## config.mk

```make
export PLATFORM = sky130hd
export DESIGN_NAME = mux_rr_stream
export DESIGN_NICKNAME = d
export VERILOG_FILES = /design/src/rtl/mux_rr_stream.sv
export SDC_FILE = /design/constraint.sdc
export NUM_CORES = 1
export LEC_CHECK = 0
export CORE_MARGIN = 2
export CORE_UTILIZATION = 35
export DETAILED_ROUTE_END_ITERATION = 10
export PLACE_DENSITY = 0.73
export SLEW_MARGIN = 15
export SYNTH_ARGS = -nofsm -noshare
export SYNTH_HDL_FRONTEND = slang
export SYNTH_SLANG_ARGS = --single-unit
```

## constraint.sdc

```tcl
create_clock -name clk -period 1.94 [get_ports clk]
set_input_delay 0.194 -clock clk [delete_from_list [all_inputs] [get_ports clk]]
set_output_delay 0.194 -clock clk [all_outputs]
set_load 0.03 [all_outputs]
```

## src/rtl/mux_rr_stream.sv

```systemverilog
// N-channel streaming selector with round-robin or fixed-priority arbitration and one output register.
// Latency: one edge from input transfer to out_valid. Backpressure: out_ready low holds the word and drops every in_ready.
module mux_rr_stream #(
  parameter  int WIDTH    = 4,
  parameter  int CHANNELS = 4,
  parameter  int MODE     = 0,
  localparam int CHW      = $clog2(CHANNELS)
) (
  input  logic                      clk,
  input  logic                      rst_n,
  input  logic [CHANNELS*WIDTH-1:0] in_data,
  input  logic [CHANNELS-1:0]       in_valid,
  output logic [CHANNELS-1:0]       in_ready,
  output logic [WIDTH-1:0]          out_data,
  output logic [CHW-1:0]            out_ch,
  output logic                      out_valid,
  input  logic                      out_ready
);

  logic [CHW-1:0]      ptr_q, ptr_d;
  logic [WIDTH-1:0]    data_q, data_d;
  logic [CHW-1:0]      ch_q, ch_d;
  logic                vld_q, vld_d;

  logic [CHANNELS-1:0] grant;
  logic [CHW-1:0]      grant_idx;
  logic                grant_vld;
  logic [WIDTH-1:0]    grant_data;
  logic [CHW-1:0]      start;
  logic [CHW:0]        cand;
  logic                load_en;
  logic                xfer;

  // Gating with rst_n keeps every in_ready low while reset is held.
  assign load_en = (~vld_q | out_ready) & rst_n;
  assign start   = (MODE == 1) ? '0 : ptr_q;

  always_comb begin
    grant     = '0;
    grant_idx = '0;
    grant_vld = 1'b0;
    cand      = '0;
    for (int j = 0; j < CHANNELS; j++) begin
      cand = {1'b0, start} + (CHW+1)'(j);
      if (cand >= (CHW+1)'(CHANNELS)) begin
        cand = cand - (CHW+1)'(CHANNELS);
      end
      if (!grant_vld && in_valid[cand[CHW-1:0]]) begin
        grant_vld = 1'b1;
        grant_idx = cand[CHW-1:0];
      end
    end
    grant[grant_idx] = grant_vld;
  end

  always_comb begin
    grant_data = '0;
    for (int k = 0; k < CHANNELS; k++) begin
      if (grant[k]) begin
        grant_data = in_data[k*WIDTH +: WIDTH];
      end
    end
  end

  assign xfer     = grant_vld & load_en;
  assign in_ready = grant & {CHANNELS{load_en}};

  always_comb begin
    data_d = data_q;
    ch_d   = ch_q;
    vld_d  = vld_q;
    ptr_d  = ptr_q;
    if (xfer) begin
      data_d = grant_data;
      ch_d   = grant_idx;
      vld_d  = 1'b1;
      if (MODE == 0) begin
        ptr_d = (grant_idx == CHW'(CHANNELS-1)) ? '0 : grant_idx + CHW'(1);
      end
    end else if (out_ready) begin
      vld_d = 1'b0;
    end
  end

  always_ff @(posedge clk or negedge rst_n) begin
    if (!rst_n) begin
      ptr_q  <= '0;
      data_q <= '0;
      ch_q   <= '0;
      vld_q  <= 1'b0;
    end else begin
      ptr_q  <= ptr_d;
      data_q <= data_d;
      ch_q   <= ch_d;
      vld_q  <= vld_d;
    end
  end

  assign out_data  = data_q;
  assign out_ch    = ch_q;
  assign out_valid = vld_q;

endmodule
```

==> flow_metrics.env, run 1 <==
export IMPL_status="complete, but fails checks"
export IMPL_violations="setup timing"
export IMPL_grtUsageMet1=0.2104
export IMPL_synth_top_cell_area_share=0.3285
export IMPL_synth_top_cells_by_count="dfrtp_1 (9), a221oi_1 (4), ha_1 (4), inv_1 (4), nand3_1 (4)"
export IMPL_period_share=1.023
export IMPL_drc=0
export IMPL_fin_ws_ns=-0.04481
export IMPL_num_antenna_cells=0
export IMPL_cts_max_level=1
export IMPL_yosysSeqAreaShare=0.3285
export IMPL_tritoncts="built"
export IMPL_antenna_found_initial=0
export IMPL_drt_wl_total_um=2419
export IMPL_clk_latency_ns=0.25
export IMPL_hold_viol_final=0
export IMPL_synth_distinct_cells=32
export IMPL_syn_inst=69
export IMPL_grt_busiest_layer="met2"
export IMPL_synth_nets=96
export IMPL_io_pins=34
export IMPL_cts_buffers=3
export IMPL_grt_pass1_vias=769
export IMPL_vias=845
export IMPL_drv_slew=0
export IMPL_start_util=0.3605
export IMPL_synth_flop_cell="dfrtp_1"
export IMPL_relSlewSlack=0.5895
export IMPL_cts_root_buffer="clkbuf_4"
export IMPL_critPathMaxFanout=6
export IMPL_setup_viol_count_final=4
export IMPL_grt_use_total=0.1997
export IMPL_coreArea_mm2=0.001902
export IMPL_worst_pin_slew_ns=0.6146
export IMPL_ant_nets=0
export IMPL_pre_cts_slack_ns=-0.3608
export IMPL_arrival_ns=1.79
export IMPL_setup_tns_final_ns=-0.09442
export IMPL_peakVddDrop_mv=0.7249
export IMPL_ctsHoldBuffers=0
export IMPL_critPathCaptureType="primary output"
export IMPL_use_met2=0.3842
export IMPL_grt_setup_unrepaired="true"
export IMPL_p_leak_nw=0.6066
export IMPL_avgSynthCellArea_um2=9.937
export IMPL_drive_gt1_frac=0.4733
export IMPL_grt_ovfl_total=0
export IMPL_synth_area_um2=685.7
export IMPL_synth_edf_count=0
export IMPL_ys_top_cells_by_area="dfrtp_1 (33%), ha_1 (7.3%), a221oi_1 (5.1%), mux2_4 (4.4%), o41ai_4 (4.0%)"
export IMPL_clock_fmax_mhz=503.8
export IMPL_gp_congestion=0.9063
export IMPL_via_per_inst=5.348
export IMPL_layout_min_cycle_time_ns=1.985
export IMPL_yosys_register_bits=9
export IMPL_dieHeight_um=48.26
export IMPL_path_class="register to primary output"
export IMPL_drt_iter0_drc=35
export IMPL_synth_top_cell_by_area="dfrtp_1"
export IMPL_final_core_util=0.7230
export IMPL_row_count=16
export IMPL_port_buffers=33
export IMPL_power_per_cell_area_mw_per_mm2=1101
export IMPL_skew_ns=0.0006966
export IMPL_die_area_mm2=0.002329
export IMPL_grt_pass1_wl_um=3174
export IMPL_grt_max_degree=10
export IMPL_synth_warnings=0
export IMPL_async_reset_ff_frac=1.000
export IMPL_layout_nets=159
export IMPL_fp_dieW_um=48.26
export IMPL_clkTransAtPathRegs_ns=0.05
export IMPL_min_path_type="input pin to async pin"
export IMPL_wire_per_inst_um=15.31
export IMPL_area_delta_synth_final_pct=100.5
export IMPL_yosysMostFrequentCell="dfrtp_1"
export IMPL_stdcell_count=158
export IMPL_cts_buffer_depth=2
export IMPL_drtPass1Iterations=4
export IMPL_p_total_mw=1.513
export IMPL_cp_required_ns=1.75
export IMPL_maxCapViolations=0
export IMPL_grt_met3_usage=0.06667
export IMPL_start_kind="register"
export IMPL_cts_sinks=9
export IMPL_place_hpwl_um=1564
export IMPL_placed_cells=144
-- state kept, by name (all words and copies together) (netlist names) --
name / cells
out_ch: 2
out_data: 4
out_valid: 1
ptr_q: 2
-- where the power goes --
| group | internal, mW | leakage, nW | switching, mW | total (mW) |
|---|---|---|---|---|
| combinational | 0.555 | 0.484 | 0.494 | 1.05 |
| clock | 0.0788 | 0.0150 | 0.0587 | 0.138 |
| sequential | 0.263 | 0.107 | 0.0634 | 0.327 |
| total | 0.897 | 0.607 | 0.616 | 1.51 |
-- cells by family after synthesis --
family | after synthesis | synth area share
AO/OA/AOI/OAI | 23 | 0.2792
adder cells (fa/ha/maj) | 4 | 0.07300
buffers and inverters | 5 | 0.03831
flip-flops | 9 | 0.3285
multiplexers | 3 | 0.05840
AND/OR/NAND/NOR | 25 | 0.2227
-- repair_timing --
item	in CTS	in global routing
endpoints found under the setup margin	8	8
gates cloned	0	0
gates resized for setup	22	10
buffers inserted	5	6
pin swaps	8	5
-- final timing paths --
| check | from | end | slack [ns] | cells after the start |
|---|---|---|---|---|
| min in group clk | out_ch[0] | out_ch[0] | 0.50 | 1 |
| max reg2reg | ptr_q[1] | out_data[1] | -0.01 | 7 |
| max | ptr_q[1] | in_ready[3] | -0.04 | 8 |
| min | rst_n | out_valid | 0.34 | 2 |
| min reg2reg | out_ch[0] | out_ch[0] | 0.50 | 1 |
| max in group asynchronous | rst_n | ptr_q[1] | 1.45 | 2 |
-- layout make-up --
class                           count  area, um2
Inverter                            4      17.52
Clock buffer                        4      26.28
Timing Repair Buffer               59      523.0
Tap cell                           27      33.78
Sequential cell                     9      226.5
Multi-Input combinational cell     55      548.0
Fill cell                         128      526.8
-- cells in the final DEF, fill, tap and decap left out, types with 3 or more instances in the layout --
| cell type | n |
|---|---|
| clkbuf_4 | 3 |
| buf_6 | 3 |
| inv_1 | 3 |
| dlygate4sd2_1 | 3 |
| dfrtp_1 | 8 |
| o21ai_0 | 3 |
| clkdlybuf4s50_1 | 26 |
| buf_4 | 27 |
| nor2b_1 | 3 |
| a221oi_2 | 4 |
-- metrics by stage --
stage | hold slack [ns] | cell area, um2
after global placement | 0.4855 | 1149
after global routing | 0.3427 | 1375
after detailed placement | 0.4895 | 1149
after floorplan | -0.1016 | 685.7
final | 0.3365 | 1375
after CTS | 0.3377 | 1290
-- worst max-delay path: stages (launching register included) --
cell,delay [ns]
dfrtp_2,0.44
inv_1,0.10
a21oi_2,0.24
and3_4,0.24
ha_4,0.15
buf_6,0.10
inv_4,0.03
nor2_2,0.09
buf_6,0.14
-- per-layer routing --
layer,vias up,wire (um)
met5,-,0
met4,0,29
met3,6,148
met2,35,1315
met1,412,926
li1,392,-
No activity file was read; power rests on OpenSTA's default activity.
==> run 2, diff against run 1 <==
--- a/config.mk
+++ b/config.mk
@@ -9,7 +9,6 @@
 export CORE_UTILIZATION = 35
 export DETAILED_ROUTE_END_ITERATION = 10
 export PLACE_DENSITY = 0.73
-export SLEW_MARGIN = 15
 export SYNTH_ARGS = -nofsm -noshare
 export SYNTH_HDL_FRONTEND = slang
 export SYNTH_SLANG_ARGS = --single-unit
==> results of run 2 <==
Same layout as run 1: the final DEF is identical, and so are final timing and power.
